$ cat config.mk
export PLATFORM = sky130hd
export DESIGN_NAME = dualport_arbiter
export DESIGN_NICKNAME = d
export VERILOG_FILES = /design/src/rtl/dualport_arbiter.sv
export SDC_FILE = /design/constraint.sdc
export NUM_CORES = 1
export LEC_CHECK = 0
export CAP_MARGIN = 15
export CORE_MARGIN = 2
export CORE_UTILIZATION = 42
export CTS_BUF_LIST = sky130_fd_sc_hd__clkbuf_4 sky130_fd_sc_hd__clkbuf_8
export CTS_CLUSTER_DIAMETER = 80
export CTS_CLUSTER_SIZE = 30
export DETAILED_ROUTE_END_ITERATION = 8
export HOLD_SLACK_MARGIN = 0.02
export PLACE_DENSITY = 0.82
export SETUP_SLACK_MARGIN = 0.15
export SLEW_MARGIN = 20
export SYNTH_ARGS = -nofsm -noshare
export SYNTH_HDL_FRONTEND = slang
export SYNTH_SLANG_ARGS = --single-unit
export TNS_END_PERCENT = 10
$ cat constraint.sdc
create_clock -name clk -period 1.8 [get_ports clk]
set_clock_uncertainty 0.15 [all_clocks]
set_input_delay 0.36 -clock clk [delete_from_list [all_inputs] [get_ports clk]]
set_output_delay 0.36 -clock clk [all_outputs]
set_load 0.01 [all_outputs]
$ cat src/rtl/dualport_arbiter.sv
// dualport_arbiter
//   Round-robin arbiter that lets requesters A and B share one 2**AW x DW
//   dual-port memory running on the same clock. At most one registered
//   write or read command reaches the memory ports each cycle. Read data is
//   steered back to the issuing requester by a tag pipeline that matches the
//   memory read latency.
//
// Ports
//   clk, clr                 single clock, synchronous active-high reset
//   req_x, wr_x, addr_x,     request from requester x (a or b); wr=1 write,
//   wdata_x                  wr=0 read
//   gnt_x                    one-cycle pulse: the request was accepted
//   rvalid_x, rdata_x        one-cycle pulse with read data for requester x
//   mem_we, mem_wr_addr,     memory write port
//   mem_data_in
//   mem_re, mem_rd_addr      memory read port
//   mem_data_out             memory read data, valid RD_LAT cycles after mem_re
//
// Handshake: a requester raises req with wr/addr/wdata and holds all of them
// stable until it sees gnt; in the cycle gnt is high it may drop req or put
// up the next request. A requester that was granted in this cycle is masked
// from arbitration, so a held req is never granted twice and a lone
// requester gets at most one access every two cycles. Read returns carry no
// backpressure: rvalid must be accepted when it fires.

module dualport_arbiter #(
  parameter int DW     = 16,
  parameter int AW     = 3,
  parameter int RD_LAT = 1
) (
  input  logic          clk,
  input  logic          clr,
  input  logic          req_a,
  input  logic          wr_a,
  input  logic [AW-1:0] addr_a,
  input  logic [DW-1:0] wdata_a,
  input  logic          req_b,
  input  logic          wr_b,
  input  logic [AW-1:0] addr_b,
  input  logic [DW-1:0] wdata_b,
  output logic          gnt_a,
  output logic          gnt_b,
  output logic          rvalid_a,
  output logic          rvalid_b,
  output logic [DW-1:0] rdata_a,
  output logic [DW-1:0] rdata_b,
  output logic          mem_we,
  output logic          mem_re,
  output logic [AW-1:0] mem_wr_addr,
  output logic [AW-1:0] mem_rd_addr,
  output logic [DW-1:0] mem_data_in,
  input  logic [DW-1:0] mem_data_out
);

  // Round-robin pointer: 0 = A was granted last, 1 = B was granted last.
  logic last_gnt;

  logic          elig_a, elig_b;
  logic          win_a, win_b, win_any;
  logic          win_wr;
  logic [AW-1:0] win_addr;
  logic [DW-1:0] win_wdata;

  // Read tag pipeline. Stage 0 is loaded from the command currently on the
  // memory ports, so the last stage lines up with valid mem_data_out.
  logic [RD_LAT-1:0] tag_v;
  logic [RD_LAT-1:0] tag_id;

  // gnt_x is high in the cycle right after x was accepted; masking with it
  // keeps a still-held req from being granted a second time.
  assign elig_a = req_a & ~gnt_a;
  assign elig_b = req_b & ~gnt_b;

  always_comb begin
    win_a = 1'b0;
    win_b = 1'b0;
    if (elig_a && elig_b) begin
      if (last_gnt) win_a = 1'b1;
      else          win_b = 1'b1;
    end else if (elig_a) begin
      win_a = 1'b1;
    end else if (elig_b) begin
      win_b = 1'b1;
    end
  end

  assign win_any   = win_a | win_b;
  assign win_wr    = win_b ? wr_b    : wr_a;
  assign win_addr  = win_b ? addr_b  : addr_a;
  assign win_wdata = win_b ? wdata_b : wdata_a;

  always_ff @(posedge clk) begin
    if (clr) begin
      gnt_a       <= 1'b0;
      gnt_b       <= 1'b0;
      rvalid_a    <= 1'b0;
      rvalid_b    <= 1'b0;
      rdata_a     <= '0;
      rdata_b     <= '0;
      mem_we      <= 1'b0;
      mem_re      <= 1'b0;
      mem_wr_addr <= '0;
      mem_rd_addr <= '0;
      mem_data_in <= '0;
      last_gnt    <= 1'b1;
      tag_v       <= '0;
      tag_id      <= '0;
    end else begin
      gnt_a  <= win_a;
      gnt_b  <= win_b;
      mem_we <= win_any & win_wr;
      mem_re <= win_any & ~win_wr;
      if (win_any) begin
        last_gnt <= win_b;
        // Only the port that is used moves; the other keeps its last value.
        if (win_wr) begin
          mem_wr_addr <= win_addr;
          mem_data_in <= win_wdata;
        end else begin
          mem_rd_addr <= win_addr;
        end
      end

      // While mem_re is high, gnt_b names the requester that issued it.
      tag_v[0]  <= mem_re;
      tag_id[0] <= gnt_b;
      for (int i = 1; i < RD_LAT; i++) begin
        tag_v[i]  <= tag_v[i-1];
        tag_id[i] <= tag_id[i-1];
      end

      rvalid_a <= tag_v[RD_LAT-1] & ~tag_id[RD_LAT-1];
      rvalid_b <= tag_v[RD_LAT-1] &  tag_id[RD_LAT-1];
      if (tag_v[RD_LAT-1] && !tag_id[RD_LAT-1]) rdata_a <= mem_data_out;
      if (tag_v[RD_LAT-1] &&  tag_id[RD_LAT-1]) rdata_b <= mem_data_out;
    end
  end

endmodule

Word-level counts from Yosys, hierarchy flattened
Cells that the tools add are included.
- register bits after elaboration: 63
- output and inout bits: 60
- logic and storage cells: 41
- input port bits: 60
- reduce and logical (&&, ||, !) cells: 6
- muxes and demuxes: 10
- bitwise operators: 11
- operators by type and width (operator ; number):
    2-to-1 mux 16 bit ; 1
    2-to-1 mux 1 bit ; 8
    bitwise AND 1 bit ; 6
    NOT 1 bit ; 4
    AND reduction 2 bit ; 2
    logical AND 1 bit ; 3
    2-to-1 mux 3 bit ; 1
    zero test 1 bit ; 1
    OR 1 bit ; 1

Longest topological paths before layout
Gate-level depths: netlist of run 1.
- depth in word-level cells: 8
- mapped depth: 5
- depth with buffers taken out: 3

Worst setup path after synthesis of run 1
Ideal clock, no wire load.
- kind: register -> register
- from: register gnt_b
- to: register mem_data_in[10]
- data arrival time: 1.328 ns
- period minus slack after synthesis: 1.619 ns
- required time: 1.509 ns
- slack: 0.181 ns
- setup time: 0.141 ns
- stages on the path, launching flop included: 6
- path buffers: 2
- path through: dfxtp_1 > or3b_1 > buf_6 > a22oi_4 > buf_6 > a2111oi_2
- longest elaborated chain between the ends: 7
- elaborated cells between the ends (all ways): 11
- those cells by class: 6 x mux; 3 x bitwise; 2 x reduce/logical
- ends and longest elaborated chain (element ; RTL line ; RTL):
    from (decl) ; 42 ; output logic gnt_b,
    from (signal assigned) ; 110 ; gnt_b <= win_b;
    NOT 1 bit (*) ; 72 ; assign elig_b = req_b & ~gnt_b;
    bitwise AND 1 bit (*) ; 72 ;
    2-to-1 mux 1 bit ; 82 ; end else if (elig_b) begin
    2-to-1 mux 1 bit ; 80 ; end else if (elig_a) begin
    2-to-1 mux 1 bit ; 77 ; if (elig_a && elig_b) begin
    OR 1 bit or 2-to-1 mux 1 bit (tied branches) ; 87, 88 ;
    AND reduction 2 bit (no source line) ; -- ;
    to (signal assigned) ; 118 ; mem_data_in <= win_wdata;
    to (decl) ; 51 ; output logic [DW-1:0] mem_data_in,
Every way passes the cells marked *; elsewhere a longest branch is shown, timed or not.
A chain may end at the register's enable or synchronous reset.

Final worst setup path of run 1
- from: register mem_data_in[5]
- to: output port mem_data_in[5]
No word-level cell between the ends.

==> results of run 1 <==
[sequential cells by signal, indices dropped and copies added, names as in the netlist]
signal,cells
rdata_b,16
tag_v,1
mem_wr_addr,3
mem_we,1
mem_rd_addr,3
rvalid_a,1
rdata_a,16
tag_id,1
gnt_a,1
mem_re,1
gnt_b,1
mem_data_in,16
last_gnt,1
rvalid_b,1
[where the power goes]
group / total (mW) / switching [mW] / internal [mW] / leakage (nW)
clock network: 1.33 / 0.543 / 0.789 / 0.106
registers: 1.51 / 0.0436 / 1.47 / 0.515
logic: 0.679 / 0.282 / 0.397 / 1.01
total: 3.52 / 0.868 / 2.66 / 1.63
[layout by cell type, fill, tap and decap left out, types with 2 or more instances in the layout]
master / n
sky130_fd_sc_hd__a221oi_1: 6
sky130_fd_sc_hd__inv_1: 16
sky130_fd_sc_hd__a2111oi_1: 2
sky130_fd_sc_hd__clkinvlp_4: 2
sky130_fd_sc_hd__dlymetal6s2s_1: 6
sky130_fd_sc_hd__bufinv_16: 2
sky130_fd_sc_hd__nor2b_1: 4
sky130_fd_sc_hd__or3b_1: 3
sky130_fd_sc_hd__nor3b_1: 2
sky130_fd_sc_hd__and3b_2: 3
sky130_fd_sc_hd__buf_12: 5
sky130_fd_sc_hd__buf_4: 21
sky130_fd_sc_hd__nand2_1: 65
sky130_fd_sc_hd__dfxtp_2: 3
sky130_fd_sc_hd__a311oi_1: 6
sky130_fd_sc_hd__clkbuf_8: 9
sky130_fd_sc_hd__nand2b_1: 2
sky130_fd_sc_hd__o21ai_0: 3
sky130_fd_sc_hd__a2111oi_0: 2
sky130_fd_sc_hd__nand3b_1: 2
sky130_fd_sc_hd__a21oi_1: 32
sky130_fd_sc_hd__dfxtp_1: 60
sky130_fd_sc_hd__nor3_1: 34
sky130_fd_sc_hd__clkdlybuf4s50_1: 107
sky130_fd_sc_hd__dlygate4sd2_1: 5
sky130_fd_sc_hd__a2111oi_2: 11
sky130_fd_sc_hd__clkinv_2: 2
sky130_fd_sc_hd__nor2_1: 3
[cell families after synthesis]
logic type / share of synthesized area (%)
AND/OR/NAND/NOR: 23.4
AO/OA/AOI/OAI: 20.8
buffers and inverters: 6.64
flip-flops: 49.2
[metal layers]
layer / wire length (µm) / up-vias / global-route usage, %
met4: 252 / 0 / 12.7
met2: 3640 / 123 / 38.7
met1: 3090 / 1236 / 25.1
met5: 0 / - / 0
li1: - / 1298 / -
met3: 474 / 21 / 4.24
[worst paths after layout]
kind	start	end	slack, ps	depth (start not counted)
hold / removal	rdata_a[14]	rdata_a[14]	310	2
setup / recovery	mem_data_in[5]	mem_data_in[5]	50	1
hold reg to reg	rdata_a[14]	rdata_a[14]	310	2
setup reg to reg	gnt_b	mem_rd_addr[1]	150	4
[layout make-up]
class                           count  area share [%]
Clock buffer                       10            3.06
Clock inverter                      6            1.98
Inverter                           16            1.40
Multi-Input combinational cell    190            27.2
Sequential cell                    63            29.4
Tap cell                           75            2.18
Timing Repair Buffer              147            34.7
[through the flow]
step | cells | total power [mW] | worst slack [ps] | utilization [%]
after floorplan | 291 | 1.80 | 181 | -
after global placement | 488 | 2.17 | -340 | 67.3
after detailed placement | 488 | 2.19 | -495 | 67.3
after CTS | 507 | 3.54 | 27.3 | 72.1
after global routing | 507 | 3.65 | 22.4 | 72.5
final | 507 | 3.52 | 53.7 | 72.5
[repair_timing]
item	CTS	global route
resized for setup	17	10
cloned	1	0
endpoints found under the setup margin	84	80
pin swaps	1	2
setup buffers	2	0
==> run summary, run 1 <==
The flow ran to the end, and the final reports show no timing, DRC or antenna violations. The setup TNS after final layout came out at 0 ps. The type of the worst setup path is reg2out.

STA classifies the critical path startpoint as a flip-flop. The synthesis-to-finish area growth is 67.6%. The via count of the first global-routing pass is 2496. The total of flip-flops plus latches after synthesis is 63.

0 antenna diodes ended up in the layout. The area of the multi-input gates is 1170 µm². The first detailed-routing pass took 4 iterations. The signal on the critical path passes through clkdlybuf4s50_1. The worst hold path belongs to the class reg2reg. The most used flip-flop cell after synthesis is sky130_fd_sc_hd__dfxtp_1. The placed standard-cell area is roughly 4000 µm². The number of H-tree branching levels came out at 3. The die width is slightly above 80 µm. The clock slew at the register clock pins of the worst setup and hold paths came out at 70 ps. The nature of the critical path endpoint is an output pin.

The distinct cell type count after synthesis is 32. The per-cell via count in the routed design came out at 5.28. For this design the top-level I/O count stands at 120.

The count of standard-cell rows came out at 28. The total routing usage reported by global routing came out at approximately 22%. The count of filler cells inserted in the layout came out at approximately 460. The congestion estimate from routability-driven global placement came to 0.849. The number of buffers and inverters on the critical path came out at 1. The half-perimeter wire length after placement is 5.37 mm.

The clock period could shrink to around 1700 ps. The detailed-route wire length came out at 7.46 mm. The number of DRC markers in iteration 0 is 98. During placement, the flow inserted port buffers numbering 119.

The number of max-capacitance violations reported came out at 0. The share of synthesized area occupied by flip-flops and latches is 49.2%. The number of endpoints failing setup at the final stage is 0. The number of hold-slack violations in the final timing report came out at 0. By area the synthesized netlist is led by sky130_fd_sc_hd__dfxtp_1, sky130_fd_sc_hd__nand2_1, sky130_fd_sc_hd__nor3_1. In the synthesized netlist, the number of instances is around 290.

The max-slew headroom at the worst pin is 57.2%. The biggest cell delay along the critical path is 560 ps. In this run the static leakage power is 1.63 nW. The period utilization is a little over nine tenths.

The biggest area contributor in the post-synthesis netlist is sky130_fd_sc_hd__dfxtp_1. The floorplan die height came out at 82.1 µm. The maximum clock frequency came out at ~570 MHz. The slowest stage of the critical path belongs to the cell sky130_fd_sc_hd__clkdlybuf4s50_1. The largest driver fanout on the critical path is 2. The hold-fix buffer count after cts came out at 0.

The number of max-slew violations in the final report is 0. The data arrival at the endpoint of the critical path came out at 1240 ps. The post-synthesis average cell area came out at roughly 8.8 µm². For this run, the number of Yosys warnings is 0.

When the netlist entered floorplanning its net count stood at 351. The wire length of the first global-routing pass is approximately 11 mm. In this design, the largest share of critical-path delay is due to buffers and inverters. The power per unit of standard cell area came out at just over 800 nW/µm². The global-route congestion overflow total came out at 0.

The number of design rule violations left after detail routing came out at 0. Yosys instantiated no cell more often than sky130_fd_sc_hd__nand2_1. After synthesis, the largest area contributor takes up roughly half of total cell area. The floorplan die area came out at 6740 µm². The area of all placed cells without fillers is 4300 µm². The synthesized cell area is 2560 µm². The area used by sequential logic in the layout came out at around 1300 µm². The share of final-layout standard cells stronger than drive strength 1 came out at 15.7%.

The clock drives 63 sinks. The commonest cells after synthesis are sky130_fd_sc_hd__nand2_1, sky130_fd_sc_hd__dfxtp_1, sky130_fd_sc_hd__nor3_1. At the later pin of the worst-skew pair, clock insertion delay measures roughly 340 ps. The maximum ir drop on the vdd rail came out at 0.000449 V. The slew of the pin with the lowest slew margin came out at 642 ps. The final worst hold slack came out at 307 ps. In this run the standard cell core region covers 5920 µm². The via count came out at 2678. The share of flip-flops with an asynchronous set or reset is 0%. The maximum count of clock buffers along a single path is 2. TritonCTS built the clock tree. The synthesized design contains 0 enable-type register cells. The effective utilization at floorplan came out at 43.3%. The net count of the finished layout is 487.

Setup repair after global routing could not meet its margin everywhere. The number of antenna violations at the first check in global routing came out at 0. The tree is rooted in a sky130_fd_sc_hd__clkbuf_8. The detail route stage leaves a number of antenna-violating nets equal to 0. At the worst endpoint, the required time is 1290 ps.

The maximum number of pins on one net before global-route repair is 30. The routed wirelength normalized by instance count came out at 14.7 µm. The number of clock buffers inserted by TritonCTS came out at 9.
Power figures use the tool's default switching activity.
==> run 2: changes to the inputs <==
--- a/config.mk
+++ b/config.mk
@@ -14,6 +14,7 @@
 export DETAILED_ROUTE_END_ITERATION = 8
 export HOLD_SLACK_MARGIN = 0.02
 export PLACE_DENSITY = 0.82
+export REMOVE_ABC_BUFFERS = 1
 export SETUP_SLACK_MARGIN = 0.15
 export SLEW_MARGIN = 20
 export SYNTH_ARGS = -nofsm -noshare
==> run 2 against run 1 <==
Effect of this change: die area unchanged; global-route usage grew 0.95 points; first-iteration DRC count fell by 43%; final cell count unchanged; critical path type unchanged; combinational power fell by 0.9%; wire length increased by 3.6%; count of clock-buffer cells in the layout up 1; sequential share of layout area up 0.23 points; flip-flop and latch count is the same; largest power group unchanged; via count is 1.9% lower.
==> run summary, run 2 (synthesized netlist as in run 1, its figures left out) <==
The flow ran to the end, and the final reports show no timing, DRC or antenna violations. The wire length of the first global-routing pass came out at 11.7 mm. The count of nets left with antenna violations after detail routing is 0. After clock tree synthesis, the clock-pin slew on the worst setup and hold paths is about 70 ps. The number of buffers and inverters on the critical path came out at 1. The maximum ir drop on the vdd rail came out at 0.000463 V.

The die is 82.1 µm tall. Entering global routing, the biggest net connects 46 pins. Dividing total power by cell area gives a power density of 808 nW/µm². The area growth from synthesis to layout is 66.3%. The launching point of the worst reg2reg path is last_gnt. The number of DRC markers in iteration 0 is 56. The share of final-layout standard cells stronger than drive strength 1 is 15.5%. Clock latency on the worst-skew pair, taken at its later pin, is 340 ps. The via count of the first global-routing pass came to 2436.

The total area inside the core boundary comes to 5920 µm². In this run the horizontal extent of the chip is 82.1 µm. The final cell count without fillers is 507. Detailed placement finished with a half-perimeter wire length of 5.44 mm. The maximum count of clock buffers along a single path came out at 2.

Prior to clock tree synthesis, the placed netlist has a worst setup slack of -444 ps. The detailed-route wire length is a little under 8 mm. The sink count of the clock tree came out at 63. Once the floorplan was initialized, standard cells occupied 43.3% of the core. The number of I/O pins came out at 120. The worst setup path is launched from a flip-flop. The number of hold-slack violations in the final timing report came out at 0. The largest registers in the layout are mem_data_in (16), rdata_a (16), rdata_b (16). The number of max-slew violations in the final report came out at 0.

Summed over all cells, the static leakage comes to 1.62 nW. The smallest clock period supported by the final layout is computed as 1750 ps. Timing would allow up to roughly 570 MHz. The TritonCTS clock tree is yes. The floorplan die area is 6740 µm². STA classifies the critical path endpoint as an output pin. The diode insertion count for antenna repair is 0. Summing internal, switching and leakage power gives 3.44 mW.

In this design, the stage delay of the slowest critical-path cell is roughly 550 ps. The data arrival at the endpoint of the critical path came out at 1240 ps. The max-slew headroom at the worst pin is 58.5%. The source of the critical timing path is mem_wr_addr[2].

The number of clock buffers inserted by TritonCTS is 9. In the final design database the tool counted 487 nets. The pre-antenna-repair detailed-routing pass consisted of 4 iterations. For the pin with the worst max-slew slack, the measured transition is 621 ps. The number of input and output port buffers inserted is 119. The number of placed instances, taps included came out at 488.

Across all layers, the routed design uses about 2600 vias. The number of endpoints failing setup at the final stage came out at 0. The largest driver fanout on the critical path came out at 2. After detailed routing, the number of vias per cell comes to between 5 and 6. The number of design rule violations left after detail routing is 0. In the final routed layout, each cell accounts on average for 15.2 µm. Among cell families on the critical path, the largest total delay comes from buffers and inverters.

The count of standard-cell rows came out at 28. The worst min-delay path class is reg2reg. The final RePlAce weighted congestion is 0.748. By startpoint and endpoint, the worst setup path is classified as reg2out. After layout, the worst path uses 97.5% of the clock period. The H-tree was split into 3 levels. Hold repair after CTS inserted 0 buffers.

Setup repair after global routing could not meet its margin everywhere. The global-route congestion overflow total is 0. Global routing used 23.1% of the available tracks across all layers.

The commonest non-fill, non-tap cell in the layout is sky130_fd_sc_hd__clkdlybuf4s50_1. The number of max-capacitance violations reported came out at 0. Traced cell by cell, the critical path runs through clkdlybuf4s50_1. Clock tree synthesis selected as its root buffer the cell sky130_fd_sc_hd__clkbuf_8.

The number of antenna violations at the first check in global routing is 0. In this run the most critical hold path is launched from rdata_b[2]. Leaving out fill and tap cells, the most frequent cells in the layout are sky130_fd_sc_hd__clkdlybuf4s50_1, sky130_fd_sc_hd__nand2_1, sky130_fd_sc_hd__dfxtp_1. Data on the critical path is required at its endpoint by about 1300 ps. The cell at the slowest stage of the critical path is sky130_fd_sc_hd__clkdlybuf4s50_1. Across all setup checks in the final design, the least slack found is ~46 ps.
==> run 2: cell count changes in the layout (fill, tap and decap cells not counted), sizes merged <==
cell | previous run | this run
clkinvlp | 2 | 3
clkinv | 2 | 1
bufinv | 2 | 1
dlygate4sd2 | 5 | 4
dlymetal6s2s | 6 | 7
clkbuf | 10 | 11
==> run 2: final timing paths <==
path | slack [ps] | cells after the start | endpoint
worst max-delay path | 50 | 1 | mem_wr_addr[2]
worst min register to register | 310 | 2 | rdata_b[2]
worst max register to register | 150 | 4 | mem_rd_addr[2]
worst min-delay path | 310 | 2 | rdata_b[2]
==> run 2: layout make-up <==
class,count,area (µm²)
Timing Repair Buffer,147,1480
Multi-Input combinational cell,190,1160
Tap cell,75,93.8
Clock buffer,11,145
Sequential cell,63,1260
Fill cell,458,1660
Clock inverter,5,57.6
Inverter,16,60.1
==> run 2: metal layers <==
| layer | vias to the layer above | share of wire [%] | global-route usage (%) |
|---|---|---|---|
| met5 | - | 0 | 0 |
| met4 | 0 | 1.1 | 7.50 |
| met3 | 6 | 7.9 | 6.41 |
| met2 | 107 | 50 | 40.6 |
| met1 | 1222 | 41 | 27.1 |
| li1 | 1293 | - | - |
==> run 2: per-stage QoR <==
stage | utilization, % | TNS, ps | cell area [µm²] | hold slack, ps
floorplan | - | 0 | 2450 | 279
global placement | 67.1 | -7360 | 3970 | 291
detailed placement | 67.1 | -7930 | 3970 | 297
CTS | 71.7 | 0 | 4240 | 305
global route | 72.0 | 0 | 4260 | 317
finish | 72.0 | 0 | 4260 | 305
==> run 2: where the power goes <==
group	switching, mW	internal, mW
logic	0.282	0.391
clock network	0.566	0.690
registers	0.0444	1.47
total	0.893	2.55
==> run 2: repair_timing <==
item                       CTS  global route
gates resized for setup     16             7
pin swaps                    2             0
setup buffers                2             0
setup endpoints to repair   84            75
cloned                       1             0
